$ cat src/rtl/option_dispatcher.sv
// option_dispatcher: circular header/option queue feeding the nonogram
// line solver, with drain gaps, pass accounting and stall detection.
module option_dispatcher #(
  parameter int SIZE  = 3,
  parameter int DEPTH = 64,
  parameter int DRAIN = 4,
  localparam int CW   = $clog2(DEPTH + 1)
) (
  input  logic            clk,
  input  logic            rst,
  input  logic            load_valid,
  input  logic            load_index,
  input  logic [SIZE-1:0] load_data,
  input  logic            load_done,
  output logic            started,
  output logic [SIZE-1:0] option,
  output logic            valid_op,
  output logic            is_index,
  input  logic            put_back_to_FIFO,
  input  logic [SIZE-1:0] new_option,
  input  logic            solved,
  output logic            done,
  output logic            stuck,
  output logic            overflow,
  output logic [CW-1:0]   count
);

  localparam int AW = $clog2(DEPTH);
  localparam int NL = 2 * SIZE;
  localparam int HW = $clog2(NL + 1);
  localparam int DW = $clog2(DRAIN + 1);
  localparam int EW = SIZE + 1;
  localparam logic [AW-1:0] LAST = AW'(DEPTH - 1);

  typedef enum logic [1:0] {
    S_IDLE,
    S_RUN,
    S_DRAINING,
    S_DONE
  } state_t;

  state_t state, state_n;

  logic [EW-1:0] mem [DEPTH];
  logic [AW-1:0] rd_ptr, wr_ptr;
  logic [EW-1:0] head, push_data;
  logic          push, pop, show, push_ok;
  logic          go_stuck, clr_pass, clr_opt;
  logic          start_n, pb_cnt, opt_pop;
  logic          opt_pend;
  logic [DW-1:0] drain_cnt, drain_n;
  logic [DW-1:0] empty_cnt, empty_n;
  logic [HW-1:0] hdr_cnt, hdr_n;
  logic [6:0]    n_pop, n_put;

  assign head    = mem[rd_ptr];
  assign push_ok = push && (count != CW'(DEPTH) || pop);
  assign opt_pop = pop && !head[SIZE];

  always_comb begin
    state_n   = state;
    push      = 1'b0;
    push_data = '0;
    pop       = 1'b0;
    show      = 1'b0;
    go_stuck  = 1'b0;
    clr_pass  = 1'b0;
    clr_opt   = 1'b0;
    start_n   = 1'b0;
    pb_cnt    = 1'b0;
    drain_n   = drain_cnt;
    empty_n   = '0;
    hdr_n     = hdr_cnt;
    unique case (state)
      S_IDLE: begin
        if (put_back_to_FIFO) begin
          push      = 1'b1;
          push_data = {1'b0, new_option};
        end else if (load_valid) begin
          push      = 1'b1;
          push_data = {load_index, load_data};
        end
        if (load_done) begin
          if (count == '0) begin
            state_n  = S_DONE;
            go_stuck = 1'b1;
          end else begin
            state_n = S_RUN;
            start_n = 1'b1;
          end
        end
      end
      S_RUN: begin
        if (put_back_to_FIFO) begin
          push      = 1'b1;
          push_data = {1'b0, new_option};
          pb_cnt    = 1'b1;
        end
        if (count == '0) begin
          if (empty_cnt >= DW'(DRAIN - 1)) begin
            state_n  = S_DONE;
            go_stuck = 1'b1;
          end else begin
            empty_n = empty_cnt + DW'(1);
          end
        end else if (!head[SIZE]) begin
          pop  = 1'b1;
          show = 1'b1;
        end else if (opt_pend) begin
          // let the solver's write-backs for this line land first
          state_n = S_DRAINING;
          drain_n = DW'(1);
        end else if (!put_back_to_FIFO) begin
          if (hdr_cnt == '0 && n_pop == n_put && n_pop != '0) begin
            state_n  = S_DONE;
            go_stuck = 1'b1;
          end else begin
            pop       = 1'b1;
            show      = 1'b1;
            push      = 1'b1;
            push_data = head;
            clr_pass  = (hdr_cnt == '0);
            hdr_n     = (hdr_cnt == HW'(NL - 1)) ? '0 : hdr_cnt + HW'(1);
          end
        end
      end
      S_DRAINING: begin
        if (put_back_to_FIFO) begin
          push      = 1'b1;
          push_data = {1'b0, new_option};
          pb_cnt    = 1'b1;
        end
        if (drain_cnt >= DW'(DRAIN - 1)) begin
          state_n = S_RUN;
          clr_opt = 1'b1;
        end else begin
          drain_n = drain_cnt + DW'(1);
        end
      end
      default: ;
    endcase
    if (solved) begin
      state_n  = S_DONE;
      push     = 1'b0;
      pop      = 1'b0;
      show     = 1'b0;
      go_stuck = 1'b0;
      start_n  = 1'b0;
      pb_cnt   = 1'b0;
      clr_pass = 1'b0;
    end
  end

  always_ff @(posedge clk) begin
    if (rst) begin
      state     <= S_IDLE;
      rd_ptr    <= '0;
      wr_ptr    <= '0;
      count     <= '0;
      started   <= 1'b0;
      option    <= '0;
      valid_op  <= 1'b0;
      is_index  <= 1'b0;
      done      <= 1'b0;
      stuck     <= 1'b0;
      overflow  <= 1'b0;
      opt_pend  <= 1'b0;
      drain_cnt <= '0;
      empty_cnt <= '0;
      hdr_cnt   <= '0;
      n_pop     <= '0;
      n_put     <= '0;
    end else begin
      state     <= state_n;
      count     <= count + CW'(push_ok) - CW'(pop);
      started   <= start_n;
      valid_op  <= show;
      option    <= show ? head[SIZE-1:0] : '0;
      is_index  <= show & head[SIZE];
      drain_cnt <= drain_n;
      empty_cnt <= empty_n;
      hdr_cnt   <= hdr_n;
      if (push_ok)
        wr_ptr <= (wr_ptr == LAST) ? '0 : wr_ptr + AW'(1);
      if (pop)
        rd_ptr <= (rd_ptr == LAST) ? '0 : rd_ptr + AW'(1);
      if (push && !push_ok)
        overflow <= 1'b1;
      if (solved)
        done <= 1'b1;
      if (go_stuck)
        stuck <= 1'b1;
      if (clr_opt)
        opt_pend <= 1'b0;
      else if (opt_pop)
        opt_pend <= 1'b1;
      if (clr_pass) begin
        n_pop <= '0;
        n_put <= '0;
      end else begin
        if (opt_pop && n_pop != 7'd127)
          n_pop <= n_pop + 7'd1;
        if (pb_cnt && n_put != 7'd127)
          n_put <= n_put + 7'd1;
      end
    end
  end

  always_ff @(posedge clk) begin
    if (!rst && push_ok)
      mem[wr_ptr] <= push_data;
  end

endmodule

$ cat config.mk
export PLATFORM = sky130hd
export DESIGN_NAME = option_dispatcher
export DESIGN_NICKNAME = d
export VERILOG_FILES = /design/src/rtl/option_dispatcher.sv
export SDC_FILE = /design/constraint.sdc
export NUM_CORES = 1
export LEC_CHECK = 0
export CORE_UTILIZATION = 34
export DETAILED_ROUTE_END_ITERATION = 12
export GPL_ROUTABILITY_DRIVEN = 0
export HOLD_SLACK_MARGIN = 0.12
export SKIP_LAST_GASP = 1
export SLEW_MARGIN = 30
export SYNTH_ARGS = -nofsm -noshare
export SYNTH_HDL_FRONTEND = slang
export SYNTH_SLANG_ARGS = --single-unit
$ cat constraint.sdc
create_clock -name clk -period 8.05 [get_ports clk]
set_clock_uncertainty 0.05 [all_clocks]
set_input_delay 1.2075 -clock clk [delete_from_list [all_inputs] [get_ports clk]]
set_output_delay 1.2075 -clock clk [all_outputs]
set_load 0.03 [all_outputs]
==> metrics.yaml <==
clock_tree:
  postCtsSetupBuffers: 0
  cts.path.max_buffers: 3
  cts_tree: "yes"
  htree_levels: 1
  cts_made_buffers: 31
  cts_hold_buf: 0
  cts_resized: 0
  clock-sinks: 316
  worst_skew_pair.late_latency_ns: 0.57
  clkTransAtPathRegs_ns: 0.06
  cts-root-buf: "clkbuf_16"
synth:
  synth_ff_type: "edfxtp_1"
  async_reset_ff_frac: 0
  synth-seq-cells: 316
  synthCells: 859
  yosys_warnings: 0
  synth_area_per_cell_um2: 15.51
  synth_edf_count: 256
  synth.yosys.seq_area_share: 0.6672
  syn_nets: 894
  synth.distinct_cells: 59
  netlist_area_um2: 13320
finish:
  diodes: 0
  mostFrequentLayoutCells: "edfxtp_1 (256), mux4_2 (65), dfxtp_1 (58)"
  final_util: 0.3976
  layout-area-overhead-vs-synth_pct: 15.33
  fillers: 3483
  fin_cells: 1420
  nets: 913
  final_common_cell: "edfxtp_1"
  drive_above_1_share: 0.1774
worst_setup_path:
  critPathLaunchType: "flip-flop"
  worst_path_most_repeated_cell: "buf_4"
  critPathRequiredTime_ns: 8.19
  r2r_end: "mem[2][0]"
  cp_max_fo: 46
  arrival_ns: 5.49
  ff2ff_path_depth: 9
  cp_slowest_cell: "dfxtp_4"
  critPathKind: "reg2reg"
  r2r_slack_ns: 2.70
  slowest_delay_ns: 0.88
  crit_chain: "buf_4, mux2i_1, a22oi_1, a31oi_1, nand4_1, a31o_2, a221o_2, buf_4, nor4_1"
  end_kind: "flip-flop"
timing:
  setup-tns-final_ns: 0
  relSlewSlack: 0.3332
  drv_slew: 0
  hold_viol: 0
  post-route-min-period_ns: 5.353
  worstMarginPinSlew_ns: 0.9989
  post-route-period-util: 0.6650
  max_freq_mhz: 186.8
  rsz0062_at_grt: "no"
  finalSetupViolations: 0
detailed_routing:
  drt-initial-drc-count: 665
  wl_per_cell_um: 21.85
  vias: 7554
  drc: 0
  drt_pass1_iterations: 5
  wl_um: 31020
  drtAntennaViolNets: 0
  via_per_inst: 5.320
floorplanning:
  die_h_um: 200.0
  chipWidth_um: 200.0
  die_area_um2: 39980
  initial_core_util: 0.3447
  io_pins: 29
  num_rows: 72
  core-area_um2: 38650
pwr:
  power_mw: 4.403
  vdd_drop_max_uv: 255.2
  leakage_nw: 4.693
  power_density_nw_per_um2: 286.5
placement:
  portBuffers: 28
  dp_hpwl_um: 19390
  place_inst: 1363
min_path:
  hp-class: "reg2reg"
  hold_end: "empty_cnt[0]"
  min_path_cells: 1
  hold_start: "empty_cnt[0]"
flow_run:
  drv_cap: 0
global_route:
  grt_pass1_wl_um: 47060
  grt_pass1_vias: 7525
  grt_max_degree: 65
  antenna_found_initial: 0
  grt_overflow_total: 0
  grt.total_usage: 0.1583
outcome:
  outcome: "finished, final reports clean"
registers in the layout, summed over array words and instances, names as in the netlist, 6 cells and up, named ones only:
register / cells
n_put: 7
wr_ptr: 6
count: 7
n_pop: 7
mem: 256
rd_ptr: 6
cell type report:
type,count,area [um2],area share
Clock buffer,33,803.3,0.05228
Clock inverter,24,391.6,0.02549
Inverter,26,97.59,0.006352
Multi-Input combinational cell,464,4168,0.2713
Sequential cell,316,8894,0.5788
Tap cell,518,648.1,0.04218
Timing Repair Buffer,39,362.8,0.02362
layer usage:
layer / track usage / part of all wire / vias up
li1: - / - / 3417
met1: 0.2222 / 0.44 / 3848
met2: 0.2535 / 0.48 / 243
met3: 0.02335 / 0.053 / 46
met5: 0 / 0 / -
met4: 0.04976 / 0.025 / 0
synth_stat cells, types with 2 or more instances:
| library cell | n | area (um2) |
|---|---|---|
| xor2_1 | 12 | 105.1 |
| nor4_1 | 45 | 281.5 |
| nand2_1 | 38 | 142.6 |
| nor2_1 | 55 | 206.5 |
| nand4b_1 | 4 | 35.03 |
| nor4b_1 | 2 | 17.52 |
| dfxtp_1 | 60 | 1201 |
| nand3_1 | 16 | 80.08 |
| a31oi_1 | 7 | 43.79 |
| a22oi_1 | 10 | 75.07 |
| or3_1 | 8 | 50.05 |
| nand3b_1 | 3 | 22.52 |
| o21ai_0 | 8 | 40.04 |
| ha_1 | 21 | 262.8 |
| buf_1 | 7 | 26.28 |
| a21oi_1 | 24 | 120.1 |
| a32oi_1 | 2 | 17.52 |
| mux4_2 | 65 | 1464 |
| nor3_1 | 25 | 125.1 |
| a222oi_1 | 3 | 30.03 |
| clkbuf_1 | 26 | 97.59 |
| a211oi_1 | 8 | 60.06 |
| nor2b_1 | 5 | 31.28 |
| clkinv_1 | 2 | 7.510 |
| nand4_1 | 11 | 68.82 |
| buf_6 | 3 | 33.78 |
| nand2b_1 | 9 | 56.30 |
| edfxtp_1 | 256 | 7687 |
| a211o_1 | 2 | 17.52 |
| or2_2 | 6 | 37.54 |
| and3_1 | 6 | 37.54 |
| o21bai_1 | 3 | 22.52 |
| mux2i_1 | 32 | 320.3 |
| inv_1 | 24 | 90.09 |
| buf_2 | 11 | 55.05 |
| xnor2_1 | 12 | 105.1 |
| buf_4 | 6 | 45.04 |
logic make-up (layout without fill, tap and decap cells):
logic type | Yosys count | count (layout) | share of synthesized area
compound gates | 79 | 79 | 0.03992
xor+xnor | 24 | 24 | 0.01578
fa+ha+maj | 22 | 22 | 0.02122
buf+inv | 79 | 122 | 0.02667
flops | 316 | 316 | 0.6672
mux | 97 | 97 | 0.1339
simple gates | 242 | 242 | 0.09533
report_power, final:
group | internal [mW] | switching (mW) | total (mW)
clock network | 1.04 | 0.623 | 1.67
logic | 0.276 | 0.491 | 0.767
registers | 1.91 | 0.0603 | 1.97
total | 3.23 | 1.17 | 4.40
worst max-delay path by stage:
stage / startpoint / to
2_1_floorplan: flip-flop / mem[0][3]
3_3_place_gp: flip-flop / mem[38][0]
3_5_place_dp: flip-flop / mem[36][1]
4_1_cts: flip-flop / mem[36][0]
5_1_grt: flip-flop / mem[2][1]
6_report: flip-flop / mem[2][0]
worst max-delay path: cells and delay by family, from the launching register on:
| family | cells | cell delay, ns |
|---|---|---|
| flops | 1 | 0.88 |
| buf+inv | 2 | 1.08 |
| mux | 1 | 0.28 |
| simple gates | 2 | 1.20 |
| compound gates | 4 | 1.45 |
metrics by stage:
step                cell area, um2  setup WS, ns  hold slack [ns]
finish                       15360         2.697           0.4059
global route                 15360         2.282           0.4279
CTS                          15320         2.719           0.4014
detailed placement           14120         2.731           0.3927
global placement             14120         2.966           0.3810
floorplan                    13320         3.267           0.3681
No activity file was read; power rests on OpenSTA's default activity.
